### src/rtl/alu_arb_pkg.sv
// -----------------------------------------------------------------------------
// alu_arb_pkg
// Shared types and constants for the ALU arbiter slice:
//   - alu_arb_state_t : arbiter FSM states (IDLE / EXEC / RESP)
//   - ALU_CTRL_W      : width of the ALU control lines (4)
//   - ALU_* codes     : ALU control encodings understood by the shared ALU
//   - alu_arb_req_t   : latched request payload (ctrl, a, b)
// The payload struct carries operands at ALU_DATA_MAX_W bits so one package
// type serves every DATA_WIDTH up to that limit; users zero-extend into it and
// truncate out of it.
// -----------------------------------------------------------------------------
package alu_arb_pkg;

    localparam int ALU_CTRL_W     = 4;
    localparam int ALU_DATA_MAX_W = 64;

    localparam logic [ALU_CTRL_W-1:0] ALU_AND = 4'b0000;
    localparam logic [ALU_CTRL_W-1:0] ALU_OR  = 4'b0001;
    localparam logic [ALU_CTRL_W-1:0] ALU_ADD = 4'b0010;
    localparam logic [ALU_CTRL_W-1:0] ALU_SUB = 4'b0110;
    localparam logic [ALU_CTRL_W-1:0] ALU_SLT = 4'b0111;
    localparam logic [ALU_CTRL_W-1:0] ALU_NOR = 4'b1100;

    typedef enum logic [1:0] {
        ST_IDLE = 2'd0,
        ST_EXEC = 2'd1,
        ST_RESP = 2'd2
    } alu_arb_state_t;

    typedef struct packed {
        logic [ALU_CTRL_W-1:0]     ctrl;
        logic [ALU_DATA_MAX_W-1:0] a;
        logic [ALU_DATA_MAX_W-1:0] b;
    } alu_arb_req_t;

endpackage

### src/rtl/alu_arb_grant.sv
// -----------------------------------------------------------------------------
// alu_arb_grant
// Combinational grant selection. Searches the valid vector starting at
// i_ptr+1 (modulo NUM_REQ) and returns the first valid requester as a one-hot
// grant plus its index. Feeding a constant i_ptr of NUM_REQ-1 turns this into
// a fixed lowest-index-wins priority encoder.
// Ports:
//   i_valid [NUM_REQ]  request valid vector
//   i_ptr   [IDX_W]    last granted index (search starts after it)
//   o_grant [NUM_REQ]  one-hot grant, zero when nothing is valid
//   o_idx   [IDX_W]    index of the granted requester (0 when none)
// -----------------------------------------------------------------------------
module alu_arb_grant
    import alu_arb_pkg::*;
#(
    parameter int NUM_REQ = 2,
    localparam int IDX_W  = $clog2(NUM_REQ)
) (
    input  logic [NUM_REQ-1:0] i_valid,
    input  logic [IDX_W-1:0]   i_ptr,
    output logic [NUM_REQ-1:0] o_grant,
    output logic [IDX_W-1:0]   o_idx
);

    logic w_found;

    // Outer loop walks search positions in priority order; the inner loop
    // compares against constant indices so no variable bit-select is needed.
    always_comb begin
        o_grant = '0;
        o_idx   = '0;
        w_found = 1'b0;
        for (int k = 1; k <= NUM_REQ; k++) begin
            for (int j = 0; j < NUM_REQ; j++) begin
                if (!w_found && i_valid[j] && (j == ((int'(i_ptr) + k) % NUM_REQ))) begin
                    w_found    = 1'b1;
                    o_grant[j] = 1'b1;
                    o_idx      = IDX_W'(j);
                end
            end
        end
    end

endmodule

### src/rtl/alu_arbiter.sv
// -----------------------------------------------------------------------------
// alu_arbiter
// Shares one combinational ALU among NUM_REQ requesters. One operation is in
// flight at a time: IDLE (accept) -> EXEC (ALU evaluates latched operands,
// result captured) -> RESP (result held until the granted requester takes it).
// Configuration macro:
//   ALU_ARB_RR_EN  defined   -> round-robin selection, pointer advances on accept
//                  undefined -> fixed priority, lowest index wins
// Ports:
//   i_clk, i_rst                 clock, synchronous active-high reset
//   i_req_valid / o_req_ready    per-requester request handshake
//   i_req_ctrl, i_req_a, i_req_b per-requester ALU control and operands
//   o_rsp_valid / i_rsp_ready    per-requester response handshake
//   o_rsp_result, o_rsp_zero     captured ALU result and zero flag
//   o_alu_ctrl, o_alu_a, o_alu_b registered drive to the shared ALU
//   i_alu_result, i_alu_zero     shared ALU outputs
// DATA_WIDTH must not exceed ALU_DATA_MAX_W.
// -----------------------------------------------------------------------------
module alu_arbiter
    import alu_arb_pkg::*;
#(
    parameter int NUM_REQ    = 2,
    parameter int DATA_WIDTH = 32
) (
    input  logic                                  i_clk,
    input  logic                                  i_rst,
    input  logic [NUM_REQ-1:0]                    i_req_valid,
    output logic [NUM_REQ-1:0]                    o_req_ready,
    input  logic [NUM_REQ-1:0][ALU_CTRL_W-1:0]    i_req_ctrl,
    input  logic [NUM_REQ-1:0][DATA_WIDTH-1:0]    i_req_a,
    input  logic [NUM_REQ-1:0][DATA_WIDTH-1:0]    i_req_b,
    output logic [NUM_REQ-1:0]                    o_rsp_valid,
    input  logic [NUM_REQ-1:0]                    i_rsp_ready,
    output logic [DATA_WIDTH-1:0]                 o_rsp_result,
    output logic                                  o_rsp_zero,
    output logic [ALU_CTRL_W-1:0]                 o_alu_ctrl,
    output logic [DATA_WIDTH-1:0]                 o_alu_a,
    output logic [DATA_WIDTH-1:0]                 o_alu_b,
    input  logic [DATA_WIDTH-1:0]                 i_alu_result,
    input  logic                                  i_alu_zero
);

    localparam int IDX_W = $clog2(NUM_REQ);

    alu_arb_state_t        r_state;
    alu_arb_state_t        w_next;
    alu_arb_req_t          r_payload;
    alu_arb_req_t          w_sel;
    logic [IDX_W-1:0]      r_gidx;
    logic [IDX_W-1:0]      w_ptr;
    logic [IDX_W-1:0]      w_idx;
    logic [NUM_REQ-1:0]    w_grant;
    logic                  w_accept;
    logic [DATA_WIDTH-1:0] r_result;
    logic                  r_zero;

`ifdef ALU_ARB_RR_EN
    logic [IDX_W-1:0] r_ptr;

    always_ff @(posedge i_clk) begin
        if (i_rst) begin
            r_ptr <= IDX_W'(NUM_REQ - 1);
        end else if (w_accept) begin
            r_ptr <= w_idx;
        end
    end

    assign w_ptr = r_ptr;
`else
    // Constant pointer: search always starts at index 0.
    assign w_ptr = IDX_W'(NUM_REQ - 1);
`endif

    alu_arb_grant #(
        .NUM_REQ (NUM_REQ)
    ) u_grant (
        .i_valid (i_req_valid),
        .i_ptr   (w_ptr),
        .o_grant (w_grant),
        .o_idx   (w_idx)
    );

    always_ff @(posedge i_clk) begin
        if (i_rst) begin
            r_state <= ST_IDLE;
        end else begin
            r_state <= w_next;
        end
    end

    // Ready is gated by reset so nothing is offered while a reset is pending.
    always_comb begin
        w_next      = r_state;
        o_req_ready = '0;
        o_rsp_valid = '0;
        w_accept    = 1'b0;
        case (r_state)
            ST_IDLE: begin
                if (!i_rst && (|i_req_valid)) begin
                    o_req_ready = w_grant;
                    w_accept    = 1'b1;
                    w_next      = ST_EXEC;
                end
            end
            ST_EXEC: begin
                w_next = ST_RESP;
            end
            ST_RESP: begin
                for (int j = 0; j < NUM_REQ; j++) begin
                    o_rsp_valid[j] = (r_gidx == IDX_W'(j));
                end
                // Only the granted requester's ready bit can complete.
                if (|(o_rsp_valid & i_rsp_ready)) begin
                    w_next = ST_IDLE;
                end
            end
            default: begin
                w_next = ST_IDLE;
            end
        endcase
    end

    always_comb begin
        w_sel      = '0;
        w_sel.ctrl = i_req_ctrl[w_idx];
        w_sel.a    = ALU_DATA_MAX_W'(i_req_a[w_idx]);
        w_sel.b    = ALU_DATA_MAX_W'(i_req_b[w_idx]);
    end

    // Accept stage: latch payload and grant index.
    // Execute stage: capture the ALU outputs for the response.
    always_ff @(posedge i_clk) begin
        if (i_rst) begin
            r_payload <= '0;
            r_gidx    <= '0;
            r_result  <= '0;
            r_zero    <= 1'b0;
        end else begin
            if (w_accept) begin
                r_payload <= w_sel;
                r_gidx    <= w_idx;
            end
            if (r_state == ST_EXEC) begin
                r_result <= i_alu_result;
                r_zero   <= i_alu_zero;
            end
        end
    end

    // ALU drive comes only from registers, so it holds between operations.
    assign o_alu_ctrl   = r_payload.ctrl;
    assign o_alu_a      = DATA_WIDTH'(r_payload.a);
    assign o_alu_b      = DATA_WIDTH'(r_payload.b);
    assign o_rsp_result = r_result;
    assign o_rsp_zero   = r_zero;

endmodule

### config.mk
export PLATFORM = sky130hd
export DESIGN_NAME = alu_arbiter
export DESIGN_NICKNAME = d
export VERILOG_FILES = /design/src/rtl/alu_arb_pkg.sv /design/src/rtl/alu_arb_grant.sv /design/src/rtl/alu_arbiter.sv
export SDC_FILE = /design/constraint.sdc
export NUM_CORES = 1
export LEC_CHECK = 0
export ABC_CLOCK_PERIOD_IN_PS = 3700
export CORE_UTILIZATION = 25
export DETAILED_ROUTE_END_ITERATION = 8
export REMOVE_ABC_BUFFERS = 1
export SLEW_MARGIN = 20
export SYNTH_ARGS = -nofsm -noshare
export SYNTH_HDL_FRONTEND = slang
export SYNTH_HIERARCHICAL = 1
export SYNTH_SLANG_ARGS = --single-unit
### constraint.sdc
create_clock -name i_clk -period 3.7 [get_ports i_clk]
set_clock_uncertainty 0.2 [all_clocks]
set_input_delay 0.37 -clock i_clk [delete_from_list [all_inputs] [get_ports i_clk]]
set_output_delay 0.37 -clock i_clk [all_outputs]
set_load 0.02 [all_outputs]
Yosys cells after proc, flatten, opt, wreduce, memory -nomap -nowiden

Cells that the tools add are included.

Flip-flop bits (word level): 104
Output and inout bits: 105
Logic and storage cells: 38

Magnitude comparators: 1
Equality and inequality tests: 4
Mux-type cells: 16
Bitwise operators: 2
Reductions and logical operators: 8

Operator list:

| kind                                                        | number |
|---|---|
| 2-to-1 mux 32 bit                                           | 4 |
| 2-to-1 mux 2 bit                                            | 5 |
| 2-to-1 mux 4 bit                                            | 2 |
| case mux 2 bit (3 select lines)                             | 1 |
| 2-to-1 mux 1 bit                                            | 4 |
| != test 2 bit (second input constant)                       | 2 |
| OR reduction 2 bit                                          | 2 |
| bitwise AND 2 bit                                           | 1 |
| == test 2 x 1 -> 1 bit (second input constant)              | 1 |
| == test 2 bit (second input constant)                       | 1 |
| logical AND 1 bit                                           | 2 |
| zero test 1 bit                                             | 2 |
| zero test 2 bit                                             | 1 |
| less-than comparator 1 x 2 -> 1 bit (second input constant) | 1 |
| AND reduction 2 bit                                         | 1 |
| NOT 1 bit                                                   | 1 |

Logic depth before layout (Yosys ltp)

Gate-level depths: netlist of run 1.

Depth in word-level cells: 6
Mapped depth: 6

Hierarchy

The synthesis of run 1 kept the hierarchy.

Modules (own cells, without submodules):

| module        | times used | cells each | area an instance (µm²) |
|---|---|---|---|
| alu_arbiter   | 1          | 474        | 4685.7 |
| alu_arb_grant | 1          | 4          | 26.3 |

Worst setup path before layout of run 1

Ideal clock, no wire load.

Path kind: in2out
From: input i_rst
To: output o_req_ready[0]
Data arrival time: 1.290 ns
Required time: 3.130 ns
Path slack: 1.840 ns
Stages: 4
Buffers on the path: 2
Cells stage by stage: clkbuf_1 > nor3_4 > clkbuf_1 > and3_1

Longest elaborated chain between the ends: 4

Ends and longest elaborated chain:

| what              | RTL line          | source |
|---|---|---|
| from (decl)       | alu_arbiter.sv:26 | `input logic i_rst,` |
| zero test 1 bit   | alu_arbiter.sv:99 | `if (!i_rst && (\|i_req_valid)) begin` |
| logical AND 1 bit | alu_arbiter.sv:99 |  |
| 2-to-1 mux 2 bit  | alu_arbiter.sv:99 |  |
| 2-to-1 mux 2 bit  | alu_arbiter.sv:97 | `case (r_state)` |
| to (decl)         | alu_arbiter.sv:28 | `output logic [NUM_REQ-1:0] o_req_ready,` |

Every way passes these cells.

Final worst setup path of run 1

From: input i_req_valid[0]
To: output o_req_ready[1]

Longest elaborated chain between the ends: 6

Ends and longest elaborated chain:

| what               | RTL line            | source |
|---|---|---|
| from (decl)        | alu_arbiter.sv:27   | `input logic [NUM_REQ-1:0] i_req_valid,` |
| 2-to-1 mux 1 bit   | alu_arb_grant.sv:35 | `if (!w_found && i_valid[j] && (j == ((int'(i_ptr) + k) % NUM_REQ))) begin` |
| zero test 1 bit    | --                  |  |
| logical AND 1 bit  | alu_arb_grant.sv:35 |  |
| 2-to-1 mux 1 bit   | alu_arb_grant.sv:35 |  |
| 2-to-1 mux 2 bit * | alu_arbiter.sv:99   |  |
| 2-to-1 mux 2 bit * | alu_arbiter.sv:97   |  |

Mark *: on every way between the ends. The rest lies on a longest branch, timed or not.

==> summary.md, run 1 <==
| Metric | Value |
|---|---|
| Crit start category | `input port` |
| Pre-CTS setup slack | `857 ps` |
| Reg clk slew, reported paths | `70 ps` |
| Final setup vio count | `0` |
| Clock Sinks | `104` |
| Drt first pass iters | `4` |
| WP data arrival | `2280 ps` |
| Fmax | `351 MHz` |
| Synth area leaders | `dfxtp_1 44%, mux2i_1 15%, a211oi_2 14%, a21oi_1 11%, nand2_1 5.3%` |
| Io pins | `280` |
| Most used cell, CP | `clkdlybuf4s50_1` |
| Ys flop type | `dfxtp_1` |
| Die width | `139 um` |
| Leak Pwr | `2.81 nW` |
| Post-route ant nets | `0` |
| Post_cts resized | `0` |
| Vias in the first global route | `4,593` |
| Syn-to-layout area delta | `68.1%` |
| Mapped Area | `0.00471 mm^2` |
| Layout cells sized above 1 | `0.114` |
| Std-Cell Rows | `49` |
| Placed inst area | `0.00759 mm^2` |
| Hold EP | `o_rsp_result[9]` |
| Yosys Warn Count | `6` |
| # hold bufs at CTS | `0` |
| Leading cell types by count after synthesis | `104 x dfxtp_1, 102 x a21oi_1, 69 x mux2i_1` |
| Post-CTS Repair Setup Buffers | `0` |
| Die H | `139 um` |
| Final wirelength | `15,400 um` |
| Gate Count Post-Synth | `478` |
| H-tree Lvls | `3` |
| Reg2Reg Depth | `3` |
| Worst-path cell chain | `clkdlybuf4s50_1, or2_2, buf_4, and3_1, clkdlybuf4s50_1` |
| Sw Share | `0.289` |
| Port Buffers | `279` |
| Root Buffer | `clkbuf_16` |
| Fin area | `0.00792 mm^2` |
| Grt ovf | `0` |
| Pwr Total | `3.25 mW` |
| Crit-path max cell delay | `660 ps` |
| Unrepaired setup endpoints after global routing | `false` |
| CP max-delay cell | `clkdlybuf4s50_1` |
| Max clock buf depth | `2` |
| Initial antenna violation count | `0` |
| Vias | `4,452` |
| Synthesized area per cell | `9.86 um^2` |
| Cell family with most CP delay | `buffers and inverters` |
| Fin. Hold Viols | `0` |
| Most frequent cell after synthesis | `dfxtp_1` |
| Net Sw Power | `0.941 mW` |
| PnR worst setup slack | `849 ps` |
| Inserted Clock Buffers | `9` |
| Number of synthesized register bits | `104` |
| Worst Hold Launch | `o_rsp_result[9]` |
| Dpl hpwl | `11,100 um` |
| Starting Density | `0.259` |
| Synth area leader | `dfxtp_1` |
| Post-synth EDFFs | `0` |
| Final Slew Violations | `0` |
| Clock insertion delay at the later pin of the skew report | `350 ps` |
| Sequential share of power | `0.392` |
| Post-synthesis sequential area ratio | `0.442` |
| Combinational share of power | `0.282` |
| Status | `finished, final reports clean` |
| Distinct cells, synth | `27` |
| Tmin final | `2850 ps` |
| Max_cap viols | `0` |
| Maximum vdd drop | `0.261 mV` |
| First-pass GRT wire length | `24,000 um` |
| Setup CP Type | `input port to output port` |
| Synth top area share | `0.442` |
| Routed len/inst | `16.0 um` |
| Largest net degree at the start of global routing | `71` |
| Post-synth ARST share | `0` |
| Vias per cell | `4.64` |
| GR Util All Layers | `0.155` |
| Flop2flop setup slack | `1380 ps` |
| Total core area | `0.0182 mm^2` |
| # DRC | `0` |
| Worst hold path class | `flop to flop` |
| Power Density | `410 mW/mm^2` |
| Internal cell power | `2.31 mW` |
| CTS tree | `built` |
| Initial detailed-routing violation count | `82` |
| Slew @ Worst Pin | `1090 ps` |
| Worst endpoint required time | `3130 ps` |
| Nets | `900` |
| CP max FO | `21` |
| Die ar. | `0.0194 mm^2` |
| Relative slew slack | `0.271` |
| Setup TNS | `0 ps` |
| Crit path capture type | `output port` |
| Gpl congestion | `0.755` |
| CP bufs+invs | `3` |
| Hold Path Depth | `2` |
| Period utilization | `0.770` |
| Reg-to-reg endpoint | `o_alu_b[19]` |
| Clock Power Share | `0.325` |
| RR Startpoint | `r_state[1]` |
| Ant. Diodes | `0` |
## worst max path at each step
stage                   start             end  slack [ps]  cells after the start
6_report       i_req_valid[0]  o_req_ready[1]         850                      5
2_1_floorplan  i_req_valid[1]  o_req_ready[1]       -5350                      2
3_3_place_gp   i_req_valid[0]  o_req_ready[1]         920                      5
3_5_place_dp   i_req_valid[0]  o_req_ready[1]         860                      5
5_1_grt        i_req_valid[0]  o_req_ready[1]         760                      5
4_1_cts        i_req_valid[0]  o_req_ready[1]         830                      5
## power by group through the flow
stage	Combinational, mW	Sequential [mW]	Clock [mW]
after floorplan	0.344	1.41	0
after global placement	0.916	1.30	0
after detailed placement	0.929	1.30	0
after CTS	0.931	1.28	1.09
after global routing	0.981	1.29	1.13
final	0.918	1.28	1.06
## state kept, by name (all words and copies together), names as in the netlist
signal	flops
r_state	2
o_alu_b	32
o_rsp_zero	1
o_alu_a	32
o_alu_ctrl	4
o_rsp_result	32
r_gidx	1
## tightest hold or removal path: cells and delay by family (launching register included)
kind | cells | cell delay (ps)
DFF | 1 | 310
AOI/OAI and AO/OA | 1 | 50
and+or+nand+nor | 1 | 50
## area by class of cell
| cell class | count | area, um^2 |
|---|---|---|
| clock buffers | 10 | 239 |
| clock inverters | 6 | 90.1 |
| fillers | 1735 | 10300 |
| inverters | 1 | 3.75 |
| multi-input cells | 322 | 2360 |
| flip-flops and latches | 104 | 2080 |
| well taps | 229 | 287 |
| repair buffers | 287 | 2860 |
## logic make-up (layout without fill, tap and decap cells)
family | count (synthesis) | count (layout) | synth area share
AO/OA/AOI/OAI | 173 | 173 | 0.277
other | 1 | 2 | 0.000796
buffers and inverters | 53 | 304 | 0.0621
multiplexers | 69 | 69 | 0.147
flip-flops | 104 | 104 | 0.442
AND/OR/NAND/NOR | 78 | 78 | 0.0714
## cells in the final DEF, fill, tap and decap left out, types with 8 or more instances in the layout
cell type and instances:
clkdlybuf4s50_1 278, clkbuf_16 9, nand2_1 66, dfxtp_1 104, a211oi_1 15, a211oi_2 53
buf_4 8, a21oi_1 102, mux2i_1 69
## stage by stage
stage | hold slack (ps) | instances | util
2_1_floorplan | 235 | 427 | -
3_3_place_gp | 242 | 943 | 0.417
3_5_place_dp | 247 | 943 | 0.417
4_1_cts | 258 | 959 | 0.435
5_1_grt | 274 | 959 | 0.435
6_report | 255 | 959 | 0.435
## per-layer routing
| layer | GRT usage | up-vias | share of wire |
|---|---|---|---|
| met1 | 0.171 | 2037 | 0.40 |
| met4 | 0.0368 | 0 | 0.0088 |
| met5 | 0 | - | 0 |
| li1 | - | 2209 | - |
| met3 | 0.0816 | 11 | 0.12 |
| met2 | 0.263 | 195 | 0.47 |
No activity file was read; power rests on OpenSTA's default activity.
==> run 2: changes to the inputs <==
--- a/config.mk
+++ b/config.mk
@@ -5,7 +5,7 @@
 export SDC_FILE = /design/constraint.sdc
 export NUM_CORES = 1
 export LEC_CHECK = 0
-export ABC_CLOCK_PERIOD_IN_PS = 3700
+export ABC_CLOCK_PERIOD_IN_PS = 2500
 export CORE_UTILIZATION = 25
 export DETAILED_ROUTE_END_ITERATION = 8
 export REMOVE_ABC_BUFFERS = 1
==> constraint.sdc (replaced) <==
create_clock -name i_clk -period 2.5 [get_ports i_clk]
set_clock_uncertainty 0.2 [all_clocks]
set_input_delay 0.25 -clock i_clk [delete_from_list [all_inputs] [get_ports i_clk]]
set_output_delay 0.25 -clock i_clk [all_outputs]
set_load 0.02 [all_outputs]
==> summary.md, run 2 (same netlist as run 1, synthesis figures left out) <==
| Metric | Value |
|---|---|
| CTS tree | `built` |
| Period utilization | `0.926` |
| Fmax | `432 MHz` |
| Vias | `4,560` |
| Fin area | `0.00798 mm^2` |
| Reg clk slew, reported paths | `80 ps` |
| Ant. Diodes | `0` |
| Slew @ Worst Pin | `905 ps` |
| Root Buffer | `clkbuf_16` |
| Final setup vio count | `0` |
| Status | `finished, final reports clean` |
| Pwr Total | `4.67 mW` |
| Power Density | `585 mW/mm^2` |
| Reg-to-reg endpoint | `o_alu_b[11]` |
| CP max FO | `9` |
| Worst Hold Launch | `i_alu_result[20]` |
| WP data arrival | `1870 ps` |
| Layout cells sized above 1 | `0.127` |
| Max clock buf depth | `2` |
| Relative slew slack | `0.397` |
| Maximum vdd drop | `0.430 mV` |
| Io pins | `280` |
| Die width | `139 um` |
| Hold Path Depth | `3` |
| Total core area | `0.0182 mm^2` |
| Crit path capture type | `output port` |
| Hold EP | `o_rsp_result[20]` |
| Flop2flop setup slack | `480 ps` |
| Port Buffers | `279` |
| Leak Pwr | `2.85 nW` |
| Initial antenna violation count | `0` |
| RR Startpoint | `r_state[1]` |
| Dpl hpwl | `11,800 um` |
| # hold bufs at CTS | `0` |
| Worst hold path class | `input port to flop` |
| Crit start category | `flop` |
| Final wirelength | `15,900 um` |
| First-pass GRT wire length | `24,700 um` |
| Setup CP Type | `flop to output port` |
| Drt first pass iters | `5` |
| Final Slew Violations | `0` |
| # DRC | `0` |
| Starting Density | `0.259` |
| Vias in the first global route | `4,729` |
| Largest net degree at the start of global routing | `61` |
| H-tree Lvls | `3` |
| Worst endpoint required time | `2050 ps` |
| Vias per cell | `4.70` |
| Initial detailed-routing violation count | `87` |
| Reg2Reg Depth | `5` |
| Clock insertion delay at the later pin of the skew report | `350 ps` |
| Commonest non-fill, non-tap cells in the layout | `276 x clkdlybuf4s50_1, 104 x dfxtp_1, 102 x a21oi_1` |
| GR Util All Layers | `0.161` |
| Grt ovf | `0` |
| Max_cap viols | `0` |
| Routed len/inst | `16.4 um` |
| Die H | `139 um` |
| Std-Cell Rows | `49` |
| Most common cell after layout, fill and taps aside | `clkdlybuf4s50_1` |
| Unrepaired setup endpoints after global routing | `false` |
| Inserted Clock Buffers | `9` |
| Tmin final | `2320 ps` |
| Syn-to-layout area delta | `69.3%` |
| Post-route ant nets | `0` |
| Clock Sinks | `104` |
| Gpl congestion | `0.772` |
| Placed inst area | `0.00769 mm^2` |
| Die ar. | `0.0194 mm^2` |
| Core Util, Final | `0.438` |
| Nets | `911` |
| Fin. Hold Viols | `0` |
[run 2: changes by cell type in the layout (fill, tap and decap cells not counted), sizes merged]
cell           previous run  this run
bufinv                    2         0
clkinvlp                  0         2
clkdlybuf4s50           278       276
buf                       9        20
dlygate4sd2               0         2
[run 2: critical path, cell delays in order, from the launching register on]
cell	delay, ps
dfxtp_1	380
nor3_4	210
buf_4	210
and3_1	310
dlygate4sd2_1	380
[run 2: power by group]
part,total [mW],switching [mW],internal (mW)
Combinational,1.39,0.669,0.719
Clock,1.39,0.674,0.718
Sequential,1.89,0.0833,1.80
Total,4.67,1.43,3.24
[run 2: what timing repair did]
action                                  in CTS  in global routing
endpoints found under the setup margin       2                  0
hold endpoints to repair                     0                  0
gates resized for setup                      2                  0
setup buffers                                0                  0
[run 2: worst max-delay path by stage]
stage                        start              to  slack [ps]  cells after the start
floorplan           i_req_valid[1]  o_req_ready[1]       -6310                      2
detailed placement  i_req_valid[1]  o_req_ready[1]          90                      4
global placement    i_req_valid[1]  o_req_ready[1]          90                      4
finish                  r_state[1]  o_req_ready[1]         180                      4
global route            r_state[1]  o_req_ready[1]          30                      4
CTS                     r_state[1]  o_req_ready[1]          90                      4
[run 2: metrics by stage]
stage / hold WS (ps) / cells / worst slack (ps) / setup TNS (ps)
CTS: 221 / 970 / 92.7 / 0
finish: 242 / 970 / 184 / 0
global route: 237 / 970 / 28.5 / 0
global placement: 242 / 954 / 89.4 / 0
detailed placement: 248 / 954 / 93.6 / 0
floorplan: 115 / 427 / -6310 / -428880
[run 2: cell type report]
type,instances,area [um^2]
clock buffers,10,239
clock inverters,6,52.6
fillers,1708,10200
inverters,1,3.75
multi-input cells,322,2360
flip-flops and latches,104,2080
well taps,229,287
repair buffers,298,2960
[run 2: per-layer routing]
metal | GRT usage | up-vias | part of all wire
met5 | 0 | - | 0
met4 | 0.0520 | 0 | 0.014
met3 | 0.0695 | 15 | 0.12
met2 | 0.270 | 212 | 0.46
met1 | 0.184 | 2101 | 0.41
li1 | - | 2232 | -
==> run 3: changes to the inputs <==
--- a/config.mk
+++ b/config.mk
@@ -6,8 +6,9 @@
 export NUM_CORES = 1
 export LEC_CHECK = 0
 export ABC_CLOCK_PERIOD_IN_PS = 2500
-export CORE_UTILIZATION = 25
+export CORE_UTILIZATION = 34
 export DETAILED_ROUTE_END_ITERATION = 8
+export PLACE_DENSITY = 0.77
 export REMOVE_ABC_BUFFERS = 1
 export SLEW_MARGIN = 20
 export SYNTH_ARGS = -nofsm -noshare
==> summary.md, run 3 (same netlist as run 1, synthesis figures left out) <==
| Metric | Value |
|---|---|
| Grt ovf | `0` |
| Area of the multi-input gates | `0.00236 mm^2` |
| Port Buffers | `279` |
| Relative slew slack | `0.304` |
| Clock insertion delay at the later pin of the skew report | `340 ps` |
| Fin. Hold Viols | `0` |
| # hold bufs at CTS | `0` |
| Pwr Total | `4.79 mW` |
| Setup TNS | `0 ps` |
| Root Buffer | `clkbuf_16` |
| Initial antenna violation count | `0` |
| Vias in the first global route | `4,593` |
| CP max FO | `70` |
| Leak Pwr | `2.82 nW` |
| Placed inst area | `0.00757 mm^2` |
| Pre-CTS setup slack | `49.7 ps` |
| Clock Sinks | `104` |
| Gpl congestion | `0.775` |
| Sw Share | `0.286` |
| PnR worst setup slack | `186 ps` |
| Worst hold path class | `input port to flop` |
| Setup CP Type | `input port to output port` |
| Worst Hold Launch | `i_alu_result[1]` |
| Fill count | `1,128` |
| Largest net degree at the start of global routing | `104` |
| GR Util All Layers | `0.201` |
| Reg-to-reg endpoint | `o_alu_b[11]` |
| Syn-to-layout area delta | `67.7%` |
| Routed len/inst | `16.1 um` |
| CTS tree | `built` |
| Commonest non-fill, non-tap cells in the layout | `277 x clkdlybuf4s50_1, 104 x dfxtp_1, 102 x a21oi_1` |
| Crit path capture type | `output port` |
| Max clock buf depth | `2` |
| Hold EP | `o_rsp_result[1]` |
| Sequential share of power | `0.394` |
| Tmin final | `2310 ps` |
| H-tree Lvls | `3` |
| Slew @ Worst Pin | `1040 ps` |
| Die width | `120 um` |
| Most common cell after layout, fill and taps aside | `clkdlybuf4s50_1` |
| Dpl hpwl | `10,500 um` |
| Layout cells sized above 1 | `0.116` |
| Total core area | `0.0134 mm^2` |
| Worst endpoint required time | `2050 ps` |
| # DRC | `0` |
| Power Density | `606 mW/mm^2` |
| Reg2Reg Depth | `3` |
| Vias per cell | `4.97` |
| Starting Density | `0.352` |
| Final Slew Violations | `0` |
| Std-Cell Rows | `42` |
| Unrepaired setup endpoints after global routing | `false` |
| Post-route ant nets | `0` |
| Inserted Clock Buffers | `9` |
| Ant. Diodes | `0` |
| WP data arrival | `1860 ps` |
| Io pins | `280` |
| Flop2flop setup slack | `290 ps` |
| Fmax | `432 MHz` |
| Die H | `120 um` |
| Die ar. | `0.0143 mm^2` |
| First-pass GRT wire length | `22,600 um` |
| Reg area | `0.00208 mm^2` |
| Core Util, Final | `0.590` |
| Fin area | `0.00790 mm^2` |
| Reg clk slew, reported paths | `70 ps` |
| Hold Path Depth | `3` |
| Maximum vdd drop | `0.425 mV` |
| Initial detailed-routing violation count | `221` |
| Nets | `901` |
| Crit start category | `input port` |
| Final wirelength | `14,600 um` |
| Clock Power Share | `0.321` |
| Combinational share of power | `0.285` |
| Final setup vio count | `0` |
| Net Sw Power | `1.37 mW` |
| Internal cell power | `3.42 mW` |
| Period utilization | `0.926` |
| Status | `finished, final reports clean` |
| Max_cap viols | `0` |
| Vias | `4,506` |
| Drt first pass iters | `4` |
| RR Startpoint | `r_state[1]` |
## run 3: cell types whose count changed in the layout (fill, tap and decap cells not counted)
cell / change
clkdlybuf4s50_1: +1
clkinvlp_4: +1
dlygate4sd2_1: -2
buf_12: +2
buf_6: +1
inv_8: -1
buf_4: -12
bufinv_16: +2
clkinv_4: -2
## run 3: worst max-delay path by stage
stage,from,to,slack (ps),cells after the start
floorplan,i_req_valid[1],o_req_ready[1],-6310,2
global placement,i_req_valid[0],o_req_ready[1],100,5
detailed placement,i_req_valid[0],o_req_ready[1],50,5
CTS,i_req_valid[0],o_req_ready[1],40,5
global route,i_req_valid[0],o_req_ready[1],90,5
finish,i_req_valid[0],o_req_ready[1],190,5
## run 3: repair_timing
action | CTS | global route
setup endpoints to repair | 0 | 1
endpoints found under the hold margin | 0 | 0
gates resized for setup | 0 | 1
buffers inserted | 0 | 0
## run 3: metal layers
| metal | track usage | up-vias | routed length, um | part of all wire |
|---|---|---|---|---|
| met1 | 0.220 | 2088 | 5740 | 0.39 |
| met4 | 0.0828 | 0 | 302 | 0.021 |
| met3 | 0.0760 | 20 | 1510 | 0.10 |
| met5 | 0 | - | 0 | 0 |
| li1 | - | 2201 | - | - |
| met2 | 0.347 | 197 | 7020 | 0.48 |
## run 3: cell type report
type                            count  area share
Clock inverter                      6      0.0116
Timing Repair Buffer              288       0.368
Clock buffer                       10      0.0302
Sequential cell                   104       0.263
Inverter                            1    0.000475
Tap cell                          176      0.0279
Multi-Input combinational cell    322       0.298
## run 3: critical path: stages
cell             delay (ps)
clkdlybuf4s50_1         550
or2_2                   170
buf_6                   440
and3_1                  300
buf_12                  120
## run 3: power groups by stage
stage               clock network (mW)  logic, mW  registers [mW]
global route                      1.65       1.45            1.90
detailed placement                   0       1.37            1.92
floorplan                            0      0.509            2.09
CTS                               1.59       1.38            1.89
global placement                     0       1.35            1.92
finish                            1.54       1.36            1.89
## run 3: stage by stage
stage | hold WS (ps) | std cells
finish | 247 | 907
global route | 249 | 907
CTS | 226 | 907
detailed placement | 249 | 891
global placement | 241 | 891
floorplan | 115 | 427
